## config.mk

```make
export PLATFORM = sky130hd
export DESIGN_NAME = semaforo_param
export DESIGN_NICKNAME = d
export VERILOG_FILES = /design/src/rtl/semaforo_param.sv
export SDC_FILE = /design/constraint.sdc
export NUM_CORES = 1
export LEC_CHECK = 0
export BUFFER_PORTS_ARGS = -buffer_cell sky130_fd_sc_hd__buf_2
export CAP_MARGIN = 30
export CORE_ASPECT_RATIO = 1.4
export CORE_UTILIZATION = 55
export CTS_CLUSTER_SIZE = 12
export DETAILED_ROUTE_END_ITERATION = 16
export MAX_ROUTING_LAYER = met4
export PLACE_DENSITY_LB_ADDON = 0.12
export SLEW_MARGIN = 30
export SYNTH_ARGS = -nofsm -noshare
export SYNTH_HDL_FRONTEND = slang
export SYNTH_SLANG_ARGS = --single-unit
```

## constraint.sdc

```tcl
create_clock -name clk -period 2.7 [get_ports clk]
set_input_delay 0.135 -clock clk [delete_from_list [all_inputs] [get_ports clk]]
set_output_delay 0.135 -clock clk [all_outputs]
set_load 0.02 [all_outputs]
```

## src/rtl/semaforo_param.sv

```systemverilog
// Two-road traffic-light controller with parametrised phase durations, a road-B demand latch
// and a blinking-yellow night mode. State and counter advance only on the prescaler tick.
//
// state     | meaning
// VERDE_A   | road A green, road B red; holds at end until road B demand
// AMARELO_A | road A yellow, road B red
// VERM_1    | all-red clearance before road B
// VERDE_B   | road B green, road A red
// AMARELO_B | road B yellow, road A red
// VERM_2    | all-red clearance before road A; also the night-exit landing state
// NOITE_ON  | night mode, both yellow lamps on
// NOITE_OFF | night mode, all lamps off
module semaforo_param #(
  parameter int unsigned T_VERDE_A    = 4,
  parameter int unsigned T_VERDE_B    = 3,
  parameter int unsigned T_AMARELO    = 2,
  parameter int unsigned T_VERM_TOTAL = 1,
  parameter int unsigned T_PISCA      = 1,
  parameter int unsigned CW           = 8
) (
  input  logic       clk,
  input  logic       rst,
  input  logic       tick,
  input  logic       modo,
  input  logic       req_b,
  output logic [2:0] luz_a,
  output logic [2:0] luz_b,
  output logic [2:0] fase
);

  typedef enum logic [2:0] {
    VERDE_A   = 3'd0,
    AMARELO_A = 3'd1,
    VERM_1    = 3'd2,
    VERDE_B   = 3'd3,
    AMARELO_B = 3'd4,
    VERM_2    = 3'd5,
    NOITE_ON  = 3'd6,
    NOITE_OFF = 3'd7
  } state_t;

  state_t          state;
  state_t          state_nx;
  logic [CW-1:0]   cnt;
  logic [CW-1:0]   cnt_nx;
  logic            req_pend;
  logic            at_end;
  logic            night;
  logic            enter_b;

  // Terminal count of the phase counter for each state (duration minus one).
  function automatic logic [CW-1:0] last_cnt(input state_t s);
    case (s)
      VERDE_A:             return CW'(T_VERDE_A - 1);
      VERDE_B:             return CW'(T_VERDE_B - 1);
      AMARELO_A, AMARELO_B: return CW'(T_AMARELO - 1);
      VERM_1, VERM_2:      return CW'(T_VERM_TOTAL - 1);
      default:             return CW'(T_PISCA - 1);
    endcase
  endfunction

  // Lamp pattern {luz_a, luz_b}, each {verde, amarelo, vermelho}.
  function automatic logic [5:0] lamps(input state_t s);
    case (s)
      VERDE_A:   return {3'b100, 3'b001};
      AMARELO_A: return {3'b010, 3'b001};
      VERM_1:    return {3'b001, 3'b001};
      VERDE_B:   return {3'b001, 3'b100};
      AMARELO_B: return {3'b001, 3'b010};
      VERM_2:    return {3'b001, 3'b001};
      NOITE_ON:  return {3'b010, 3'b010};
      default:   return {3'b000, 3'b000};
    endcase
  endfunction

  assign at_end  = (cnt == last_cnt(state));
  assign night   = (state == NOITE_ON) || (state == NOITE_OFF);
  assign enter_b = (state_nx == VERDE_B) && (state != VERDE_B);

  always_comb begin
    state_nx = state;
    cnt_nx   = cnt;
    if (tick) begin
      if (night && !modo) begin
        state_nx = VERM_2;
        cnt_nx   = '0;
      end else if (!night && modo) begin
        state_nx = NOITE_ON;
        cnt_nx   = '0;
      end else if (!at_end) begin
        cnt_nx = cnt + 1'b1;
      end else begin
        cnt_nx = '0;
        case (state)
          VERDE_A: begin
            // Without demand the green is held and the counter saturates.
            if (req_pend || req_b) begin
              state_nx = AMARELO_A;
            end else begin
              cnt_nx = cnt;
            end
          end
          AMARELO_A: state_nx = VERM_1;
          VERM_1:    state_nx = VERDE_B;
          VERDE_B:   state_nx = AMARELO_B;
          AMARELO_B: state_nx = VERM_2;
          VERM_2:    state_nx = VERDE_A;
          NOITE_ON:  state_nx = NOITE_OFF;
          NOITE_OFF: state_nx = NOITE_ON;
          default: begin
            state_nx = VERM_2;
            cnt_nx   = '0;
          end
        endcase
      end
    end
  end

  always_ff @(posedge clk or negedge rst) begin
    if (!rst) begin
      state    <= VERDE_A;
      cnt      <= '0;
      req_pend <= 1'b0;
      luz_a    <= 3'b100;
      luz_b    <= 3'b001;
      fase     <= 3'd0;
    end else begin
      state          <= state_nx;
      cnt            <= cnt_nx;
      {luz_a, luz_b} <= lamps(state_nx);
      fase           <= 3'(state_nx);
      // Entering VERDE_B serves the demand; a new request on that same edge is dropped.
      req_pend       <= enter_b ? 1'b0 : (req_pend | req_b);
    end
  end

endmodule

```

==> results_tabular.tex <==
\begin{tabular}{lr}
\hline
Metric & Value \\
\hline
\multicolumn{2}{l}{\textbf{Outcome}} \\
\quad Outcome & finished, final reports clean \\
\multicolumn{2}{l}{\textbf{Synthesis}} \\
\quad Proportion of synthesized area in mux cells & 3.52\% \\
\quad Ys async rst share & 100\% \\
\quad Count of flip-flops with a built-in enable after synthesis & 0 \\
\quad Cell area after technology mapping & 1140 um\^{}2 \\
\quad Main area contributors after synthesis & dfrtp\_1, dfstp\_2, nor4\_4, mux2i\_1, nand3\_1 \\
\quad Total of flip-flops plus latches after synthesis & 18 \\
\quad Fraction of synthesized cell area in xor and xnor cells & 2.31\% \\
\quad Synthesized-area fraction occupied by ao, oa, aoi and oai cells & 20.2\% \\
\quad Syn. warnings & 0 \\
\quad Synthesized Nets & 122 \\
\quad Cell type with the highest aggregate area in the netlist & dfrtp\_1 \\
\quad Synthesized netlist cell count & 116 \\
\quad Count of distinct cell types in the synthesized netlist & 45 \\
\quad Adder and majority gate portion of the synthesized area & 1.10\% \\
\quad Post-synth top flop & dfrtp\_1 \\
\quad Simple logic cell fraction of the synthesized area & 29.2\% \\
\quad Yosys top cell area share & 35.2\% \\
\quad Sequential cell area fraction in the yosys report & 39.9\% \\
\quad Post-Synthesis Mean Instance Area & 9.79 um\^{}2 \\
\quad Largest family of logic cells by synthesized area & simple AND/OR/NAND/NOR gates \\
\multicolumn{2}{l}{\textbf{Floorplanning}} \\
\quad Number of rows in the core area & 19 \\
\quad Vertical die dimension & 55.8 um \\
\quad Die footprint & 2250 um\^{}2 \\
\quad Width of the die & 40.4 um \\
\quad I/O pin total & 14 \\
\quad Floorplan Core Area & 1950 um\^{}2 \\
\quad Initial Util & 58.3\% \\
\multicolumn{2}{l}{\textbf{Setup path}} \\
\quad Start of the worst register-to-register path & state[1] \\
\quad Family with the most delay on the worst path & simple AND/OR/NAND/NOR gates \\
\quad Capturing element of the worst setup path & cnt[5] \\
\quad Worst setup path startpoint & state[1] \\
\quad Biggest fanout along the worst timing path & 15 \\
\quad Endpoint of the lowest-slack register-to-register path & cnt[5] \\
\quad Chain of cells forming the critical path & and4bb\_2 -> nor4\_4 -> o31a\_2 -> and2\_2 -> nand2\_1 -> o41ai\_1 \\
\quad Start-to-end type of the worst setup path & reg2reg \\
\quad Data required time of the worst path & 2.88 ns \\
\quad CP Data Arrival Time & 2.45 ns \\
\quad Worst reg2reg setup slack & 0.43 ns \\
\quad Critical Path Stages & 6 \\
\quad Delay of the slowest cell on the worst path & 0.60 ns \\
\quad Worst-case reg-to-reg path depth & 6 \\
\quad Kind of capture point of the worst setup path & register \\
\quad Buffers plus inverters on the worst setup path & 0 \\
\quad Slowest stage cell on the critical path & dfrtp\_1 \\
\quad Crit start category & register \\
\multicolumn{2}{l}{\textbf{Routing}} \\
\quad Final ANT Viol Nets & 0 \\
\quad Number of search-and-repair iterations in the first detailed-routing pass & 4 \\
\quad DRC Markers & 0 \\
\quad Detail-routed via count per cell & 6.12 \\
\quad Starting DRC count in detailed routing & 29 \\
\quad Detailed-route via count & 918 \\
\quad Wire length per cell & 15.6 um \\
\quad Routed WL & 2330 um \\
\multicolumn{2}{l}{\textbf{Final layout}} \\
\quad Commonest cells after routing, fill and taps aside & dfrtp\_1, buf\_2, nand2\_1 \\
\quad Post-route cell area & 1260 um\^{}2 \\
\quad Layout Cells excl Fill & 150 \\
\quad Leading cell type in the layout, fill and taps excluded & dfrtp\_1 \\
\quad Area used by multi-input combinational logic & 639 um\^{}2 \\
\quad Ant. Diodes & 0 \\
\quad Final core utilization & 64.4\% \\
\quad Layout cell share with drive strength beyond 1 & 27.1\% \\
\quad Fill count & 160 \\
\quad Layout overhead on the synthesized area & 10.6\% \\
\quad Area of all sequential standard cells & 453 um\^{}2 \\
\quad Nets & 136 \\
\multicolumn{2}{l}{\textbf{STA}} \\
\quad Max-slew violation total from the final report & 0 \\
\quad Shortest clock period the worst path allows after layout & 2.27 ns \\
\quad Total Neg Setup Slack & 0 ns \\
\quad Slew at the pin closest to its max-slew limit & 0.544 ns \\
\quad Achievable frequency & 0.440 GHz \\
\quad Slew margin rel. & 63.7\% \\
\quad Final count of hold timing violations & 0 \\
\quad Setup repair after global routing missed its margin & no \\
\quad Worst setup slack after layout & 0.429 ns \\
\quad Final setup violating endpoints & 0 \\
\quad Fin Clk Skew & 0.00469 ns \\
\quad Hold slack & 0.130 ns \\
\quad Part of the cycle the worst path needs & 84.1\% \\
\multicolumn{2}{l}{\textbf{Clocking}} \\
\quad H-tree lvl count & 1 \\
\quad Worst-skew pair later-pin latency & 0.29 ns \\
\quad CTS buffer count & 3 \\
\quad Worst-case clock buffer depth & 2 \\
\quad Post-cts sizing count & 0 \\
\quad Clock tree from TritonCTS & done \\
\quad Post-cts hold buffer count & 1 \\
\quad Buffers inserted by post-CTS timing repair & 0 \\
\quad \# clock sinks & 18 \\
\quad Root cell of the clock tree & clkbuf\_4 \\
\quad Reg clk slew, reported paths & 0.11 ns \\
\multicolumn{2}{l}{\textbf{Placement}} \\
\quad Cell area reported after detailed placement & 1210 um\^{}2 \\
\quad Detailed-placement wirelength estimate & 1730 um \\
\quad Number of placed cells counting well taps & 145 \\
\quad Last weighted congestion value of the routability-driven placer & 0.877 \\
\quad Post-placement setup slack & 0.457 ns \\
\quad Port bufs & 13 \\
\multicolumn{2}{l}{\textbf{Global routing}} \\
\quad Global-route usage over all layers & 24.4\% \\
\quad Maximum number of pins on one net before global-route repair & 19 \\
\quad Initial antenna violation count & 0 \\
\quad Wire length of the first global-routing pass & 3790 um \\
\quad Overall overflow remaining after global route & 0 \\
\quad Number of global-route vias before repair & 869 \\
\multicolumn{2}{l}{\textbf{Power}} \\
\quad Power density relative to cell area & 1100 nW/um\^{}2 \\
\quad Total power after layout & 1.38 mW \\
\quad Static leakage & 0.568 nW \\
\quad IR drop worst, VDD & 0.722 mV \\
\multicolumn{2}{l}{\textbf{Hold path}} \\
\quad Path type of the worst min-delay path & in2reg \\
\multicolumn{2}{l}{\textbf{Job}} \\
\quad Max Cap Violations & 0 \\
\hline
\end{tabular}
-- synth_stat cells, drive strengths merged, types with 2 or more instances --
cell type / n
o31ai: 2
dfrtp: 16
xnor2: 2
and3b: 2
nor3b: 3
inv: 3
dfstp: 2
nand2: 10
a21oi: 2
a31oi: 2
nand3b: 2
and2: 2
buf: 5
nand2b: 3
and4bb: 2
nor2: 8
nand3: 8
mux2i: 4
nor4: 4
o21ai: 9
nor2b: 5
clkbuf: 2
o21a: 2
-- routing by layer --
layer	track usage, %	vias to the layer above	part of all wire (%)
met4	8.57	0	0.90
met1	29.0	454	41
met5	-	-	0
met3	3.60	2	1.4
met2	39.7	13	56
li1	-	449	-
-- layout make-up --
cell class	count	area share (%)
Sequential cell	18	36.1
Multi-Input combinational cell	88	50.9
Timing Repair Buffer	16	7.17
Clock buffer	4	2.89
Inverter	3	0.896
Tap cell	21	2.09
-- state kept, by name, indices dropped and copies added, names as in the netlist --
| register | count |
|---|---|
| luz_b | 3 |
| luz_a | 3 |
| state | 3 |
| req_pend | 1 |
| cnt | 8 |
-- cell families after synthesis --
kind of cell	count (synthesis)
flops	18
fa+ha+maj	1
simple gates	52
buf+inv	10
mux	4
compound gates	28
xor+xnor	3
-- power by group --
| part | leakage [nW] | total [mW] | internal (mW) | switching, mW |
|---|---|---|---|---|
| sequential | 0.228 | 0.480 | 0.360 | 0.120 |
| clock | 0.0210 | 0.168 | 0.0821 | 0.0856 |
| combinational | 0.319 | 0.731 | 0.318 | 0.413 |
| total | 0.568 | 1.38 | 0.760 | 0.618 |
-- how the worst min path moves through the flow --
stage | startpoint | end | slack [ns] | cells past startpoint
6_report | req_b | req_pend | 0.13 | 3
5_1_grt | req_b | req_pend | 0.14 | 3
4_1_cts | req_b | req_pend | 0.13 | 3
3_5_place_dp | rst | cnt[0] | 0.09 | 1
3_3_place_gp | rst | cnt[3] | 0.08 | 1
2_1_floorplan | rst | cnt[0] | -0.16 | 0
-- worst register-to-register path, cell delays in order (launching register included) --
cell      delay, ns
dfrtp_1        0.60
and4bb_2       0.31
nor4_4         0.31
o31a_2         0.22
and2_2         0.19
nand2_1        0.13
o41ai_1        0.41
Power figures use the tool's default switching activity.
